`src/rtl/udm_dbus_pkg.sv`:
```
// Shared types and constants for the memsplit DLX data-bus arbiter.
package udm_dbus_pkg;

  typedef enum logic [1:0] {
    IDLE = 2'd0,
    REQ  = 2'd1,
    RESP = 2'd2
  } state_t;

  localparam logic [31:0] TIMEOUT_RDATA = 32'hDEADBEEF;

  localparam logic M_CPU = 1'b0;
  localparam logic M_UDM = 1'b1;

endpackage

```
`src/rtl/udm_rr_arb2.sv`:
```
// Two-input winner select: round-robin (mode=0) or fixed priority to input 0 (mode=1).
module udm_rr_arb2
  import udm_dbus_pkg::*;
(
  input  logic       clk,
  input  logic       rst,
  input  logic [1:0] req,
  input  logic       mode,
  input  logic       update,
  input  logic       grant,
  output logic       winner
);

  logic last_grant;

  // NOTE: state registers use non-blocking assignments so every flop samples pre-edge values.
  always_ff @(posedge clk) begin
    if (rst) begin
      last_grant <= M_UDM;
    end else if (update) begin
      last_grant <= grant;
    end
  end

  // Input 1 wins when it is the only requester, or on contention in round-robin mode
  // when input 0 was the last one served.
  always_comb begin
    winner = req[1] && (!req[0] || (!mode && (last_grant == M_CPU)));
  end

endmodule

```
`src/rtl/udm_dbus_arbiter.sv`:
```
// Two-master, one-slave data-bus arbiter: one outstanding read, response routing,
// and a read-response timeout that answers with a poison word.
module udm_dbus_arbiter
  import udm_dbus_pkg::*;
#(
  parameter int ADDR_W    = 32,
  parameter int DATA_W    = 32,
  parameter int PRIO_MODE = 0,
  parameter int TIMEOUT   = 255
) (
  input  logic                clk_i,
  input  logic                rst_i,

  input  logic                m0_req_i,
  input  logic                m0_we_i,
  input  logic [ADDR_W-1:0]   m0_addr_i,
  input  logic [DATA_W/8-1:0] m0_be_i,
  input  logic [DATA_W-1:0]   m0_wdata_i,
  output logic                m0_ack_o,
  output logic                m0_resp_o,
  output logic [DATA_W-1:0]   m0_rdata_o,

  input  logic                m1_req_i,
  input  logic                m1_we_i,
  input  logic [ADDR_W-1:0]   m1_addr_i,
  input  logic [DATA_W/8-1:0] m1_be_i,
  input  logic [DATA_W-1:0]   m1_wdata_i,
  output logic                m1_ack_o,
  output logic                m1_resp_o,
  output logic [DATA_W-1:0]   m1_rdata_o,

  output logic                s_req_o,
  output logic                s_we_o,
  output logic [ADDR_W-1:0]   s_addr_o,
  output logic [DATA_W/8-1:0] s_be_o,
  output logic [DATA_W-1:0]   s_wdata_o,
  input  logic                s_ack_i,
  input  logic                s_resp_i,
  input  logic [DATA_W-1:0]   s_rdata_i,

  output logic                timeout_o
);

  localparam int          BE_W    = DATA_W / 8;
  localparam int          CNT_W   = (TIMEOUT > 1) ? $clog2(TIMEOUT) : 1;
  localparam int unsigned TO_LAST = (TIMEOUT > 0) ? TIMEOUT - 1 : 0;

  state_t             state_q, state_d;
  logic               owner_q, owner_d;
  logic [CNT_W-1:0]   cnt_q, cnt_d;

  logic               arb_winner;
  logic               grant_update;
  logic               to_hit;

  logic               owner_req;
  logic               owner_we;
  logic [ADDR_W-1:0]  owner_addr;
  logic [BE_W-1:0]    owner_be;
  logic [DATA_W-1:0]  owner_wdata;
  logic [DATA_W-1:0]  dead_word;

  logic               ack;
  logic               resp;
  logic [DATA_W-1:0]  rdata;

  // Poison word repeated across the full data width.
  for (genvar i = 0; i < DATA_W; i++) begin : g_dead
    assign dead_word[i] = TIMEOUT_RDATA[i % 32];
  end

  udm_rr_arb2 u_arb (
    .clk    (clk_i),
    .rst    (rst_i),
    .req    ({m1_req_i, m0_req_i}),
    .mode   (PRIO_MODE != 0),
    .update (grant_update),
    .grant  (owner_q),
    .winner (arb_winner)
  );

  always_comb begin
    if (owner_q == M_UDM) begin
      owner_req   = m1_req_i;
      owner_we    = m1_we_i;
      owner_addr  = m1_addr_i;
      owner_be    = m1_be_i;
      owner_wdata = m1_wdata_i;
    end else begin
      owner_req   = m0_req_i;
      owner_we    = m0_we_i;
      owner_addr  = m0_addr_i;
      owner_be    = m0_be_i;
      owner_wdata = m0_wdata_i;
    end
  end

  assign to_hit = (TIMEOUT != 0) && (state_q == RESP) && (cnt_q == CNT_W'(TO_LAST));

  always_ff @(posedge clk_i) begin
    if (rst_i) begin
      state_q <= IDLE;
      owner_q <= M_CPU;
      cnt_q   <= '0;
    end else begin
      state_q <= state_d;
      owner_q <= owner_d;
      cnt_q   <= cnt_d;
    end
  end

  // NOTE: every combinational output gets a default first so no path can infer a latch.
  always_comb begin
    state_d      = state_q;
    owner_d      = owner_q;
    cnt_d        = cnt_q;
    grant_update = 1'b0;
    case (state_q)
      IDLE: begin
        if (m0_req_i || m1_req_i) begin
          owner_d = arb_winner;
          state_d = REQ;
        end
      end
      REQ: begin
        // An owner withdrawing before ack is abandoned without touching fairness state.
        if (!owner_req) begin
          state_d = IDLE;
        end else if (s_ack_i) begin
          grant_update = 1'b1;
          cnt_d        = '0;
          state_d      = owner_we ? IDLE : RESP;
        end
      end
      RESP: begin
        cnt_d = cnt_q + CNT_W'(1);
        if (s_resp_i || to_hit) begin
          state_d = IDLE;
        end
      end
      default: begin
        state_d = IDLE;
      end
    endcase
  end

  // Outputs are forced low while reset is asserted, whatever state the flops still hold.
  always_comb begin
    s_req_o   = 1'b0;
    s_we_o    = 1'b0;
    s_addr_o  = '0;
    s_be_o    = '0;
    s_wdata_o = '0;
    timeout_o = 1'b0;
    ack       = 1'b0;
    resp      = 1'b0;
    rdata     = '0;
    if (!rst_i) begin
      case (state_q)
        REQ: begin
          s_req_o   = owner_req;
          s_we_o    = owner_we;
          s_addr_o  = owner_addr;
          s_be_o    = owner_be;
          s_wdata_o = owner_wdata;
          ack       = owner_req && s_ack_i;
        end
        RESP: begin
          // A real response in the final timeout cycle still takes precedence.
          if (s_resp_i || to_hit) begin
            resp      = 1'b1;
            rdata     = s_resp_i ? s_rdata_i : dead_word;
            timeout_o = !s_resp_i;
          end
        end
        default: begin
        end
      endcase
    end
    m0_ack_o   = ack  && (owner_q == M_CPU);
    m1_ack_o   = ack  && (owner_q == M_UDM);
    m0_resp_o  = resp && (owner_q == M_CPU);
    m1_resp_o  = resp && (owner_q == M_UDM);
    m0_rdata_o = m0_resp_o ? rdata : '0;
    m1_rdata_o = m1_resp_o ? rdata : '0;
  end

endmodule
```
`config.mk`:
```
export PLATFORM = sky130hd
export DESIGN_NAME = udm_dbus_arbiter
export DESIGN_NICKNAME = d
export VERILOG_FILES = /design/src/rtl/udm_dbus_pkg.sv /design/src/rtl/udm_rr_arb2.sv /design/src/rtl/udm_dbus_arbiter.sv
export SDC_FILE = /design/constraint.sdc
export NUM_CORES = 1
export LEC_CHECK = 0
export CAP_MARGIN = 20
export CELL_PAD_IN_SITES_DETAIL_PLACEMENT = 1
export CELL_PAD_IN_SITES_GLOBAL_PLACEMENT = 2
export CORE_ASPECT_RATIO = 1.5
export CORE_UTILIZATION = 12
export DETAILED_ROUTE_END_ITERATION = 10
export PLACE_DENSITY_LB_ADDON = 0.1
export RECOVER_POWER = 50
export SLEW_MARGIN = 10
export SYNTH_ARGS = -nofsm -noshare
export SYNTH_HDL_FRONTEND = slang
export SYNTH_HIERARCHICAL = 1
export SYNTH_SLANG_ARGS = --single-unit
```
`constraint.sdc`:
```
create_clock -name clk_i -period 1.9 [get_ports clk_i]
set_input_delay 0.38 -clock clk_i [delete_from_list [all_inputs] [get_ports clk_i]]
set_output_delay 0.38 -clock clk_i [all_outputs]
set_load 0.1 [all_outputs]
```
After elaboration in Yosys (flattened, before gate mapping)
Cells that the tools add are included.

Bits in registers: 12. Output and inout bits: 139. Logic and storage cells: 73.

Add/subtract/negate cells: 1. Equal/unequal tests: 8. Multiplexer cells: 41. Bitwise operators: 2. Reduce and logical (&&, ||, !) cells: 17.

Operators by type and width (count): $mux 32 (12); $mux 1 (17); $mux 8 (2); $pmux 8 s2 (1); $mux 4 (3); $mux 2 (5); $add 8x1->8 const B (1); $eq 8x8->1 const B (1); $logic_and 1x1->1 (7); $ne 2x2->1 const B (3); $pmux 2 s3 (1); $reduce_and 3->1 (2); $logic_or 1x1->1 (3); $ne 3x3->1 const B (1); $eq 2x1->1 const B (1); $eq 2x2->1 const B (1); $logic_not 1->1 (2); $logic_not 2->1 (1); $ne 2x1->1 const B (1); $not 1->1 (2); $reduce_and 2->1 (1); $reduce_bool 2->1 (1).

Depth between registers and ports, before layout
Depth in word-level cells: 8. Gate-level depth with buffers: 6.

Hierarchy
Netlist, hierarchy kept.

By module, submodules not included: udm_dbus_arbiter (times used 1, cells each 346, area each 2524.9 µm², seq. area each 220.2 µm²); udm_rr_arb2 (times used 1, cells each 5, area each 46.3 µm², seq. area each 20.0 µm²).

Worst setup path after synthesis
OpenSTA, ideal clock, no wires.

Path kind: register to output. Start point: reg state_q[0]. End point: out timeout_o. Arrival time: 2975 ps. Setup slack: -1455 ps. Cell stages (with the launch flop): 5. Cell sequence: dfxtp_1 -> buf_6 -> and4b_1 -> nand4_1 -> nor3_1.

Cells in the longest elaborated chain, start to end: 6.

RTL lines: start, declared (RTL line udm_dbus_arbiter.sv:48) `state_t state_q, state_d;`; start signal, assigned (RTL line udm_dbus_arbiter.sv:106) `state_q <= state_d;`; $eq 2x2->1 (*) (RTL line udm_dbus_arbiter.sv:98, udm_dbus_arbiter.sv:159); $logic_and 1x1->1 (RTL line udm_dbus_arbiter.sv:98) `assign to_hit = (TIMEOUT != 0) && (state_q == RESP) && (cnt_q == CNT_W'(TO_LAST));`; $logic_or 1x1->1 (RTL line udm_dbus_arbiter.sv:170) `if (s_resp_i || to_hit) begin`; $mux 1 (RTL line udm_dbus_arbiter.sv:170); $mux 1 (*) (RTL line udm_dbus_arbiter.sv:159) `case (state_q)`; $mux 1 (*) (RTL line udm_dbus_arbiter.sv:158) `if (!rst_i) begin`; end, declared (RTL line udm_dbus_arbiter.sv:41) `output logic timeout_o`.

Every way passes the cells marked *; elsewhere a longest branch is shown, timed or not.

Final worst setup path
Start point: reg state_q[0]. End point: out m0_rdata_o[19].

Cells in the longest elaborated chain, start to end: 8. Elaborated cells between the ends (all ways): 11.

RTL lines: $eq 2x2->1 (*) (RTL line udm_dbus_arbiter.sv:98, udm_dbus_arbiter.sv:159); $logic_and 1x1->1 (RTL line udm_dbus_arbiter.sv:98); $logic_or 1x1->1 (RTL line udm_dbus_arbiter.sv:170); $mux 1 (RTL line udm_dbus_arbiter.sv:170); $mux 1 (RTL line udm_dbus_arbiter.sv:159); $mux 1 (RTL line udm_dbus_arbiter.sv:158); $logic_and 1x1->1 (RTL line udm_dbus_arbiter.sv:182) `m0_resp_o = resp && (owner_q == M_CPU);`; $mux 32 (*) (RTL line udm_dbus_arbiter.sv:184) `m0_rdata_o = m0_resp_o ? rdata : '0;`; end, declared (RTL line udm_dbus_arbiter.sv:21) `output logic [DATA_W-1:0] m0_rdata_o,`.

Marks and branches as above.

==> run_results.csv <==
group,metric,value,unit
detailed_routing,drtIter0Drc,33,
placement,routabilityCongestion,0.738,
outcome,violations,"negative setup slack",
global_route,grt_max_degree,26,
power,p_sw_frac,0.441,
synthesis,synthCells,351,
power,p_switching,0.00130,W
cts,hold_buffers,0,
cts,cts_inserted_buffers,3,
power,peakVddDrop,0.196,mV
floorplanning,num_rows,65,
detailed_routing,avgViaCountPerCell,4.27,
detailed_routing,route.detailed.drc,0,
synthesis,ys.warnings.count,6,
cts,clockBufferDepth,2,
power,p_int,0.00165,W
detailed_routing,ant_nets,0,
synthesis,syn_area,0.00257,mm2
hold_path,hold_path_depth,2,
timing,setup_viol,134,
synthesis,ys_types,45,
cts,cts.sinks,12,
synthesis,ys_seq_area_frac,0.0934,
power,p_leak,3.57,nW
global_route,grt_pass1_vias,4828,
synthesis,synth_fp_nets,529,
global_route,grt.overflow.total,0,
timing,fin_ws,-0.263,ns
timing,finalHoldViolCount,0,
floorplanning,dieArea,0.0220,mm2
global_route,grt_pass1_wl,29.5,mm
job,cap_violations,0,
hold_path,hold_path.class,"register to register",
global_route,track_usage,0.177,
layout,layout_commonest_cell,"clkdlybuf4s50_1",
cts,clk-insertion-delay-late,0.24,ns
power,p_clk_frac,0.133,
power,power.density,283,mW/mm2
timing,whs,0.509,ns
timing,rsz0062_at_grt,"true",
floorplanning,die_h,181,um
layout,drive_gt1_frac,0.626,
outcome,status,"complete, but fails checks",
synthesis,synth.avg_cell_area,7.33,um2
layout,layout_common_cells,"172 x clkdlybuf4s50_1, 151 x buf_12, 73 x nor2_4, 61 x mux2i_4, 41 x a21oi_4",
timing,fmax,462,MHz
synthesis,ys_async_sr_fraction,0,
floorplanning,core_area,0.0210,mm2
placement,dp_slack,-0.481,ns
detailed_routing,wirelength,20.1,mm
synthesis,synth_flop_cell,"dfxtp_1",
placement,hpwl,15.2,mm
detailed_routing,detail_route.first_pass.iterations,4,
placement,dp.cells,952,
cts,clkSlewWorstSetupHoldPaths,0.05,ns
detailed_routing,routedWlPerCell,20.3,um
global_route,antenna_found_initial,3,
layout,final_cells,991,
timing,min_period_over_period,1.14,
detailed_routing,vias,4228,
synthesis,synth_edf_count,0,
critical_path,cp.required,1.52,ns
critical_path,crit_type,"register to output pin",
timing,min_period,2.16,ns
power,p_total,0.00295,W
placement,io_buffer_count,314,
cts,clockRootBuffer,"clkbuf_16",
timing,clock_skew,0.00355,ns
floorplanning,chipWidth,122,um
critical_path,startpoint_type,"register",
cts,cts_tree,"done",
power,pwr-share-seq,0.090,
floorplanning,ioPinCount,315,
critical_path,r2r_cells,7,
floorplanning,start_util,0.123,
critical_path,crit_path_max_fanout,12,
synthesis,yosys_register_bits,12,
power,comb_power_share,0.777,
critical_path,worstPathArrival,1.78,ns
critical_path,crit_path_end_kind,"output pin",
layout,nNetsFinal,900,
cts,htreeDepth,1,
timing,final_max_slew_viol_count,0,
layout,syn2layout_area_growth,305,%
[area by class of cell]
class,instances,area (um2)
fill,2117,10600
sequential,12,249
inverter,1,3.75
timing repair buffer,397,5810
clock buffer,4,78.8
multi-input combinational,307,3930
tap,268,335
antenna,2,5.00
[synthesized netlist by cell type, types with 3 or more instances]
cell | number | share of area
a21oi_1 | 15 | 0.029
buf_6 | 5 | 0.022
nand2b_1 | 4 | 0.0097
or3_1 | 3 | 0.0073
o211ai_1 | 3 | 0.0088
buf_4 | 5 | 0.015
clkbuf_1 | 9 | 0.013
nor3_1 | 3 | 0.0058
dfxtp_1 | 12 | 0.093
and3_1 | 3 | 0.0073
nand2_1 | 8 | 0.012
mux2i_1 | 71 | 0.28
nor2_1 | 75 | 0.11
and2_1 | 17 | 0.041
o21ai_0 | 6 | 0.012
nor2b_1 | 27 | 0.066
a21oi_2 | 38 | 0.13
buf_2 | 10 | 0.019
[state kept, by name (all words and copies together) (netlist names)]
| register | cells |
|---|---|
| cnt_q | 8 |
| owner_q | 1 |
| state_q | 2 |
| u_arb/last_grant | 1 |
[final timing paths]
check | from | to | slack [ns]
setup / recovery | state_q[0] | m0_rdata_o[19] | -0.26
hold / removal | cnt_q[6] | cnt_q[6] | 0.51
setup reg to reg | owner_q | cnt_q[2] | -0.06
hold reg to reg | cnt_q[6] | cnt_q[6] | 0.51
[routing by layer]
| layer | GRT usage | routed length, um | vias to the layer above |
|---|---|---|---|
| met5 | 0 | 13 | - |
| met4 | 0.0360 | 373 | 2 |
| met3 | 0.0571 | 1830 | 18 |
| met2 | 0.365 | 11900 | 225 |
| met1 | 0.161 | 6030 | 2005 |
| li1 | - | - | 1978 |
[per-stage QoR]
| stage | TNS, ns | util | cell area, um2 |
|---|---|---|---|
| detailed placement | -57.22 | 0.388 | 8130 |
| CTS | -21.29 | 0.467 | 9790 |
| floorplan | -68.63 | - | 2900 |
| global route | -26.62 | 0.496 | 10400 |
| finish | -17.23 | 0.497 | 10400 |
| global placement | -58.16 | 0.388 | 8130 |
[critical path, stage by stage, from the launching register on]
cell and delay (ns):
dfxtp_4 0.36, nor3b_4 0.20, buf_12 0.14, buf_12 0.10, nand4_4 0.11, clkbuf_16 0.25, a21oi_4 0.19, buf_12 0.19
[power by group through the flow]
stage | clock [W] | combinational (W) | sequential [W]
floorplan | 0 | 0.000851 | 0.000265
global placement | 0 | 0.00169 | 0.000269
detailed placement | 0 | 0.00171 | 0.000269
CTS | 0.000405 | 0.00214 | 0.000267
global route | 0.000426 | 0.00238 | 0.000265
finish | 0.000392 | 0.00229 | 0.000265
[repair_timing]
| action | 4_1_cts | 5_1_grt |
|---|---|---|
| gates resized for setup | 257 | 85 |
| setup buffers | 16 | 11 |
| endpoints found under the setup margin | 139 | 139 |
| cloned | 12 | 4 |
| pin swaps | 68 | 45 |
| endpoints found under the hold margin | 0 | 0 |
[cells by family after synthesis]
group | share of synthesized area
buffers and inverters | 0.0735
muxes | 0.276
adders and majority gates | 0.00973
DFF | 0.0934
and+or+nand+nor | 0.334
AOI/OAI and AO/OA | 0.212
other | 0.00146
(Power assumes the default switching activity.)
